[src/rtl/module_adder_arbiter.sv]
// module_adder_arbiter
//   Round-robin arbiter/sequencer sharing one external DATA_W-bit adder among
//   NUM_REQ requesters. A granted operand pair is registered onto the adder,
//   the sum is captured one cycle later and held, tagged with the requester
//   ID, until the consumer accepts it.
//
//   Optional feature macro: ADDER_ARB_CARRY_EN (adds rsp_carry_o).
//
// Ports
//   clk_i        clock, rising edge
//   rst_i        synchronous active-high reset
//   req_valid_i  per-requester request valid
//   req_ready_o  per-requester grant (one-hot or zero)
//   req_a_i      flattened A operands, requester k at [k*DATA_W +: DATA_W]
//   req_b_i      flattened B operands, same packing
//   adder_a_o    registered A operand to the shared adder
//   adder_b_o    registered B operand to the shared adder
//   adder_y_i    combinational sum from the shared adder
//   rsp_valid_o  response valid
//   rsp_ready_i  response consumer ready
//   rsp_id_o     requester index owning the response
//   rsp_sum_o    captured sum
//   rsp_carry_o  carry out (only with ADDER_ARB_CARRY_EN)
module module_adder_arbiter #(
  parameter int unsigned NUM_REQ = 4,
  parameter int unsigned DATA_W  = 32,
  parameter int unsigned ID_W    = 3
) (
  input  logic                      clk_i,
  input  logic                      rst_i,
  input  logic [NUM_REQ-1:0]        req_valid_i,
  output logic [NUM_REQ-1:0]        req_ready_o,
  input  logic [NUM_REQ*DATA_W-1:0] req_a_i,
  input  logic [NUM_REQ*DATA_W-1:0] req_b_i,
  output logic [DATA_W-1:0]         adder_a_o,
  output logic [DATA_W-1:0]         adder_b_o,
  input  logic [DATA_W-1:0]         adder_y_i,
  output logic                      rsp_valid_o,
  input  logic                      rsp_ready_i,
  output logic [ID_W-1:0]           rsp_id_o,
  output logic [DATA_W-1:0]         rsp_sum_o
`ifdef ADDER_ARB_CARRY_EN
  ,
  output logic                      rsp_carry_o
`endif
);

  typedef enum logic [1:0] {
    ST_IDLE,
    ST_EXEC,
    ST_RESP
  } state_e;

  state_e              state_q, state_d;
  logic [ID_W-1:0]     last_grant_q, last_grant_d;
  logic [DATA_W-1:0]   a_q, a_d;
  logic [DATA_W-1:0]   b_q, b_d;
  logic [DATA_W-1:0]   sum_q, sum_d;
  logic [ID_W-1:0]     id_q, id_d;
  logic                rsp_valid_q, rsp_valid_d;
`ifdef ADDER_ARB_CARRY_EN
  logic                carry_q, carry_d;
`endif

  logic                grant_en;
  logic                grant_any;
  logic                transfer;
  logic [ID_W-1:0]     grant_idx;
  logic [DATA_W-1:0]   a_sel;
  logic [DATA_W-1:0]   b_sel;

  // Grants are only offered when the adder slot is free: IDLE, or RESP with
  // the held result being accepted this cycle. Reset suppresses grants.
  always_comb begin
    grant_en = !rst_i && ((state_q == ST_IDLE) ||
                          ((state_q == ST_RESP) && rsp_ready_i));
  end

  // Round-robin search starting one past the last winner. Shifts are used
  // instead of variable part-selects so the index width never matters.
  always_comb begin
    int unsigned         cand;
    logic [NUM_REQ-1:0]  vshift;
    grant_any = 1'b0;
    grant_idx = '0;
    a_sel     = '0;
    b_sel     = '0;
    cand      = 0;
    vshift    = '0;
    for (int unsigned i = 1; i <= NUM_REQ; i++) begin
      cand   = (32'(last_grant_q) + i) % NUM_REQ;
      vshift = req_valid_i >> cand;
      if (!grant_any && vshift[0]) begin
        grant_any = 1'b1;
        grant_idx = ID_W'(cand);
        a_sel     = DATA_W'(req_a_i >> (cand * DATA_W));
        b_sel     = DATA_W'(req_b_i >> (cand * DATA_W));
      end
    end
  end

  assign transfer = grant_en && grant_any;

  // State register
  always_ff @(posedge clk_i) begin
    if (rst_i) begin
      state_q      <= ST_IDLE;
      last_grant_q <= ID_W'(NUM_REQ - 1);
      a_q          <= '0;
      b_q          <= '0;
      sum_q        <= '0;
      id_q         <= '0;
      rsp_valid_q  <= 1'b0;
`ifdef ADDER_ARB_CARRY_EN
      carry_q      <= 1'b0;
`endif
    end else begin
      state_q      <= state_d;
      last_grant_q <= last_grant_d;
      a_q          <= a_d;
      b_q          <= b_d;
      sum_q        <= sum_d;
      id_q         <= id_d;
      rsp_valid_q  <= rsp_valid_d;
`ifdef ADDER_ARB_CARRY_EN
      carry_q      <= carry_d;
`endif
    end
  end

  // Next-state logic
  always_comb begin
    state_d = state_q;
    case (state_q)
      ST_IDLE: if (transfer) state_d = ST_EXEC;
      ST_EXEC: state_d = ST_RESP;
      ST_RESP: begin
        if (transfer)         state_d = ST_EXEC;
        else if (rsp_ready_i) state_d = ST_IDLE;
        else                  state_d = ST_RESP;
      end
      default: state_d = ST_IDLE;
    endcase
  end

  // Datapath next values. A back-to-back grant in RESP only happens with
  // rsp_ready_i high, so reloading the ID register never disturbs a held
  // response.
  always_comb begin
    last_grant_d = last_grant_q;
    a_d          = a_q;
    b_d          = b_q;
    sum_d        = sum_q;
    id_d         = id_q;
    rsp_valid_d  = rsp_valid_q;
`ifdef ADDER_ARB_CARRY_EN
    carry_d      = carry_q;
`endif
    if (transfer) begin
      a_d          = a_sel;
      b_d          = b_sel;
      id_d         = grant_idx;
      last_grant_d = grant_idx;
    end
    if (state_q == ST_EXEC) begin
      sum_d       = adder_y_i;
      rsp_valid_d = 1'b1;
`ifdef ADDER_ARB_CARRY_EN
      // A wrapped sum is smaller than either operand.
      carry_d     = (adder_y_i < a_q);
`endif
    end else if ((state_q == ST_RESP) && rsp_ready_i) begin
      rsp_valid_d = 1'b0;
    end
  end

  // Output logic
  always_comb begin
    req_ready_o = '0;
    if (transfer) req_ready_o = NUM_REQ'(1) << grant_idx;
  end

  assign adder_a_o   = a_q;
  assign adder_b_o   = b_q;
  assign rsp_valid_o = rsp_valid_q;
  assign rsp_id_o    = id_q;
  assign rsp_sum_o   = sum_q;
`ifdef ADDER_ARB_CARRY_EN
  assign rsp_carry_o = carry_q;
`endif

endmodule

[config.mk]
export PLATFORM = sky130hd
export DESIGN_NAME = module_adder_arbiter
export DESIGN_NICKNAME = d
export VERILOG_FILES = /design/src/rtl/module_adder_arbiter.sv
export SDC_FILE = /design/constraint.sdc
export NUM_CORES = 1
export LEC_CHECK = 0
export BUFFER_PORTS_ARGS = -buffer_cell sky130_fd_sc_hd__clkbuf_2
export CORE_AREA = 2 2 153 155
export CTS_CLUSTER_DIAMETER = 30
export DETAILED_ROUTE_END_ITERATION = 12
export DIE_AREA = 0 0 155 157
export GPL_TIMING_DRIVEN = 0
export HOLD_SLACK_MARGIN = 0.02
export PLACE_DENSITY = 0.81
export SLEW_MARGIN = 15
export SYNTH_ARGS = -nofsm -noshare
export SYNTH_HDL_FRONTEND = slang
export SYNTH_SLANG_ARGS = --single-unit
[constraint.sdc]
create_clock -name clk_i -period 3 [get_ports clk_i]
set_input_delay 0.3 -clock clk_i [delete_from_list [all_inputs] [get_ports clk_i]]
set_output_delay 0.3 -clock clk_i [all_outputs]
set_load 0.02 [all_outputs]
-- Word level (Yosys, flattened, before mapping)
Index checks and enable logic that the tools add are counted.
- register bits: 104
- input bits: 295
- output and inout bits: 104
- logic and storage cells: 63
- $add $sub $neg: 4
- equal/unequal tests: 3
- shifts and indexed selects: 13
- muxes and demuxes: 23
- reductions and logical operators: 13
- operators by type and width (cell ; number):
    $shr 128x7->32 ; 8
    $mux 32 ; 8
    $shr 4x2->1 ; 4
    $mux 3 ; 3
    $mux 2 ; 4
    $logic_and 1x1->1 ; 6
    $mux 1 ; 6
    $pmux 2 s3 ; 1
    $add 2x1->2 const B ; 2
    $add 2x2->2 const B ; 2
    $logic_not 1->1 ; 4
    $mux 4 ; 1
    $shl 1x3->4 const A ; 1
    $eq 2x1->1 const B ; 1
    $eq 2x2->1 const B ; 1
    $logic_not 2->1 ; 1
    $ne 2x2->1 const B ; 1
    $reduce_bool 2->1 ; 1
    $logic_or 1x1->1 ; 1

-- Longest topological paths before layout
- depth in word-level cells: 15
- mapped depth: 10
- gate-level depth less buffers: 6

-- Worst setup path after synthesis
No wires, ideal clock.
- path type: register -> output
- start: register last_grant_q[1]
- end: output port req_ready_o[1]
- arrival: 1.742 ns
- required time: 2.700 ns
- slack: 0.958 ns
- cell stages (with the launch flop): 8
- path buffers: 4
- path through: dfxtp_1 > buf_2 > buf_2 > buf_2 > clkbuf_1 > o21ai_0 > o211ai_1 > nor2b_1
- longest elaborated chain between the ends: 14
- elaborated cells between the ends (all ways): 25
- classes of those cells: add/sub (4); shift (5); mux (9); reduce/logical (7)
- ends and longest elaborated chain (item ; RTL line ; RTL):
    start, declared ; 55 ; logic [ID_W-1:0] last_grant_q, last_grant_d;
    start signal, assigned ; 108 ; last_grant_q <= ID_W'(NUM_REQ - 1);
    start signal, assigned ; 119 ; last_grant_q <= last_grant_d;
    $add 2x1->2 ; 91 ; cand = (32'(last_grant_q) + i) % NUM_REQ;
    $shr 4x2->1 ; 92 ; vshift = req_valid_i >> cand;
    $mux 1 ; 93 ; if (!grant_any && vshift[0]) begin
    $logic_not 1->1 ; 93 ;
    $logic_and 1x1->1 ; 93 ;
    $mux 1 ; 93 ;
    $logic_not 1->1 ; 93 ;
    $logic_and 1x1->1 ; 93 ;
    $mux 1 ; 93 ;
    $logic_not 1->1 ; 93 ;
    $logic_and 1x1->1 ; 93 ;
    $mux 3 or $mux 1 (tied branches) ; 93 ;
    $shl 1x3->4 or $logic_and 1x1->1 (tied branches) ; 180, 102 ;
    $mux 4 (*) ; 180 ; if (transfer) req_ready_o = NUM_REQ'(1) << grant_idx;
    end, declared ; 32 ; output logic [NUM_REQ-1:0] req_ready_o,
Mark *: on every way between the ends. The rest lies on a longest branch, timed or not.

-- Worst setup path after layout
- start: register last_grant_q[1]
- end: output port req_ready_o[3]
Same word-level chain as after synthesis.

==> results.toml <==
[timing]
final-max-slew-violation-count = 0
max_freq_mhz = 359
totalNegativeSetupSlack_ns = 0
fin_crit_sh_pct = 92.8
rsz0062_at_grt = "false"
fin_skew_ns = 0.00945
slew_headroom_pct = 43.0
final-setup-viol-count = 0
holdWs_ns = 0.147
hold_violations = 0
worst_pin_slew_ns = 0.854
min_period_ns = 2.79

[synth]
synthSimpleGateAreaFrac_pct = 15.0
synth_top_area_cell = "mux2i_1"
ys_warn_count = 0
ys_seq_elements = 103
yosys-top-cells-area = "mux2i_1, dfxtp_1, nand2_1, mux2_2, a22o_1"
synth_mux_area_share_pct = 32.0
syn_area_mm2 = 0.0104
synth_compound_area_share_pct = 25.7
synth_top_area_share_pct = 24.6
yosysSeqAreaShare_pct = 19.9
synth_cells = 1296
synth_top_family_by_area = "multiplexers"
syn-num-nets = 1591
syn_area_per_cell_um2 = 7.99
synth_xor_area_share_pct = 0
yosys.area_share.adder_pct = 0
synth_cell_type_count = 37

[run]
drv_cap = 0

[critical_path]
cp.required_ns = 2.70
crit_path_max_incr_delay_ns = 0.31
critPathKind = "reg -> out"
critPathMaxFanout = 10
startpoint_type = "flip-flop"
crit_chain = "buf_2 > buf_4 > buf_4 > clkbuf_2 > o21ai_0 > o211ai_1 > buf_4 > nor2b_1 > clkbuf_2"
cp-end-kind = "output pin"
cp.arrival_ns = 2.49
crit_slowest_cell = "dfxtp_1"
critPathMostFrequentCell = "buf_4"

[routing]
dr.max_layer_used = "met4"
vias = 12500
dr.pass1.iters = 6
ant_nets = 0
vias_per_cell = 6.27
route.met2.wl_um = 20500
totalWireLength_um = 42400
drc_errors = 0
wl_per_cell_um = 21.3
wl_met1_um = 16500
routed-wl-met3_um = 3790
drt-initial-drc-count = 1392

[grt]
grt_pass1_vias = 12400
grt_use_total_pct = 33.2
antenna_found_initial = 0
overflow = 0
grt_max_degree = 20
grt_pass1_wl_um = 64700

[cells_and_area]
area_growth_pct = 25.6
drive_above_1_share_pct = 33.0
final_cell_mix = "clkbuf_2, nand2_1, mux2i_1"
ff_latch_area_mm2 = 0.00206
layout_commonest_cell = "clkbuf_2"
multi_input_area_mm2 = 0.00754
fin_cells = 1994
fillers = 2068
nets = 1998
final_cell_area_mm2 = 0.0130

[die]
initial_core_util_pct = 46.0
row_count = 55
die_w_um = 155
coreArea_mm2 = 0.0225
die_y_um = 157
die_area_mm2 = 0.0243
io-pin-count = 399

[power_and_ir_drop]
p_total_mw = 7.03
p_leak_nw = 7.00
p_per_area_mw_per_mm2 = 541
peakVddDrop_uv = 364

[clock_network]
cts_tree = "done"
ctsLongestPathBuffers = 2
cts_root_buf = "clkbuf_16"
clock_sinks = 103
cts.clk_slew.worst_paths_ns = 0.09
cts_hold_buf = 0
htreeDepth = 3
clock_latency_ns = 0.37
cts_buffers = 9

[outcome]
status = "completed"

[place]
dp_cells = 1976
port_buffers = 395
dp_hpwl_um = 31600
place.gp.congestion = 0.937
placed_area_mm2 = 0.0127

[hold_path]
min_path_type = "in -> reg"
[power by group]
| group | internal (mW) | switching [mW] |
|---|---|---|
| combinational | 1.59 | 2.40 |
| clock | 0.610 | 0.625 |
| sequential | 1.62 | 0.189 |
[cell type report]
class | instances | share of cell area (%)
diodes | 1 | 0.0192
plain buffers | 138 | 5.74
clock buffers | 10 | 1.84
clock inverters | 6 | 0.452
inverters | 2 | 0.0962
multi-input cells | 1053 | 58.0
flip-flops and latches | 103 | 15.9
well taps | 285 | 2.74
repair buffers | 396 | 15.3
[per-stage QoR]
step / setup slack [ns] / utilization, %
final: 0.215 / 57.8
after global placement: 0.0184 / 56.4
after global routing: 0.0275 / 57.8
after CTS: 0.00430 / 57.7
after detailed placement: 0.0177 / 56.4
after floorplan: 0.958 / -
[flip-flops by register name, indices dropped and copies added, names as in the netlist]
name / count
rsp_id_o: 2
adder_a_o: 32
rsp_sum_o: 32
state_q: 2
last_grant_q: 2
adder_b_o: 32
rsp_valid_o: 1
[worst paths after layout]
| path | cells after the start | end | slack, ns | startpoint |
|---|---|---|---|---|
| worst max-delay path | 9 | req_ready_o[3] | 0.21 | last_grant_q[1] |
| worst min-delay path | 3 | rsp_sum_o[1] | 0.15 | adder_y_i[1] |
| worst max register to register | 9 | adder_b_o[24] | 0.29 | last_grant_q[0] |
| worst min register to register | 2 | rsp_id_o[1] | 0.46 | rsp_id_o[1] |
[cells by family after synthesis]
logic type | Yosys count
other cells | 1
mux | 321
simple gates | 364
buf+inv | 140
compound gates | 367
flops | 103
[worst max-delay path: cells and delay by family, from the launching register on]
| family | cells | cell delay [ns] |
|---|---|---|
| flops | 1 | 0.31 |
| simple gates | 1 | 0.14 |
| compound gates | 2 | 0.24 |
| buf+inv | 6 | 1.43 |
[metal layers]
layer | vias up | track usage, %
met3 | 142 | 6.25
met1 | 5887 | 39.4
li1 | 5654 | -
met2 | 821 | 58.3
met4 | 0 | 14.5
met5 | - | 0
[synthesized netlist by cell type (all sizes together)]
cell type,number
a211oi,3
a21o,1
a21oi,37
a22o,63
a22oi,64
a31o,63
and3,1
buf,91
clkbuf,47
clkinv,1
conb,1
dfxtp,103
inv,1
mux2,64
mux2i,255
mux4,2
nand2,258
nand2b,4
nand3,65
nand3b,5
nor2,11
nor2b,10
nor3,2
nor4,1
o211ai,66
o21a,1
o21ai,68
o31a,1
or2,1
or3b,5
or4,1
[repair_timing]
| item | in CTS | in global routing |
|---|---|---|
| gates resized for setup | 4 | 1 |
| endpoints found under the setup margin | 6 | 41 |
| hold endpoints to repair | 0 | 0 |
| setup buffers | 0 | 1 |
| pin swaps | 0 | 1 |
Power figures use the tool's default switching activity.
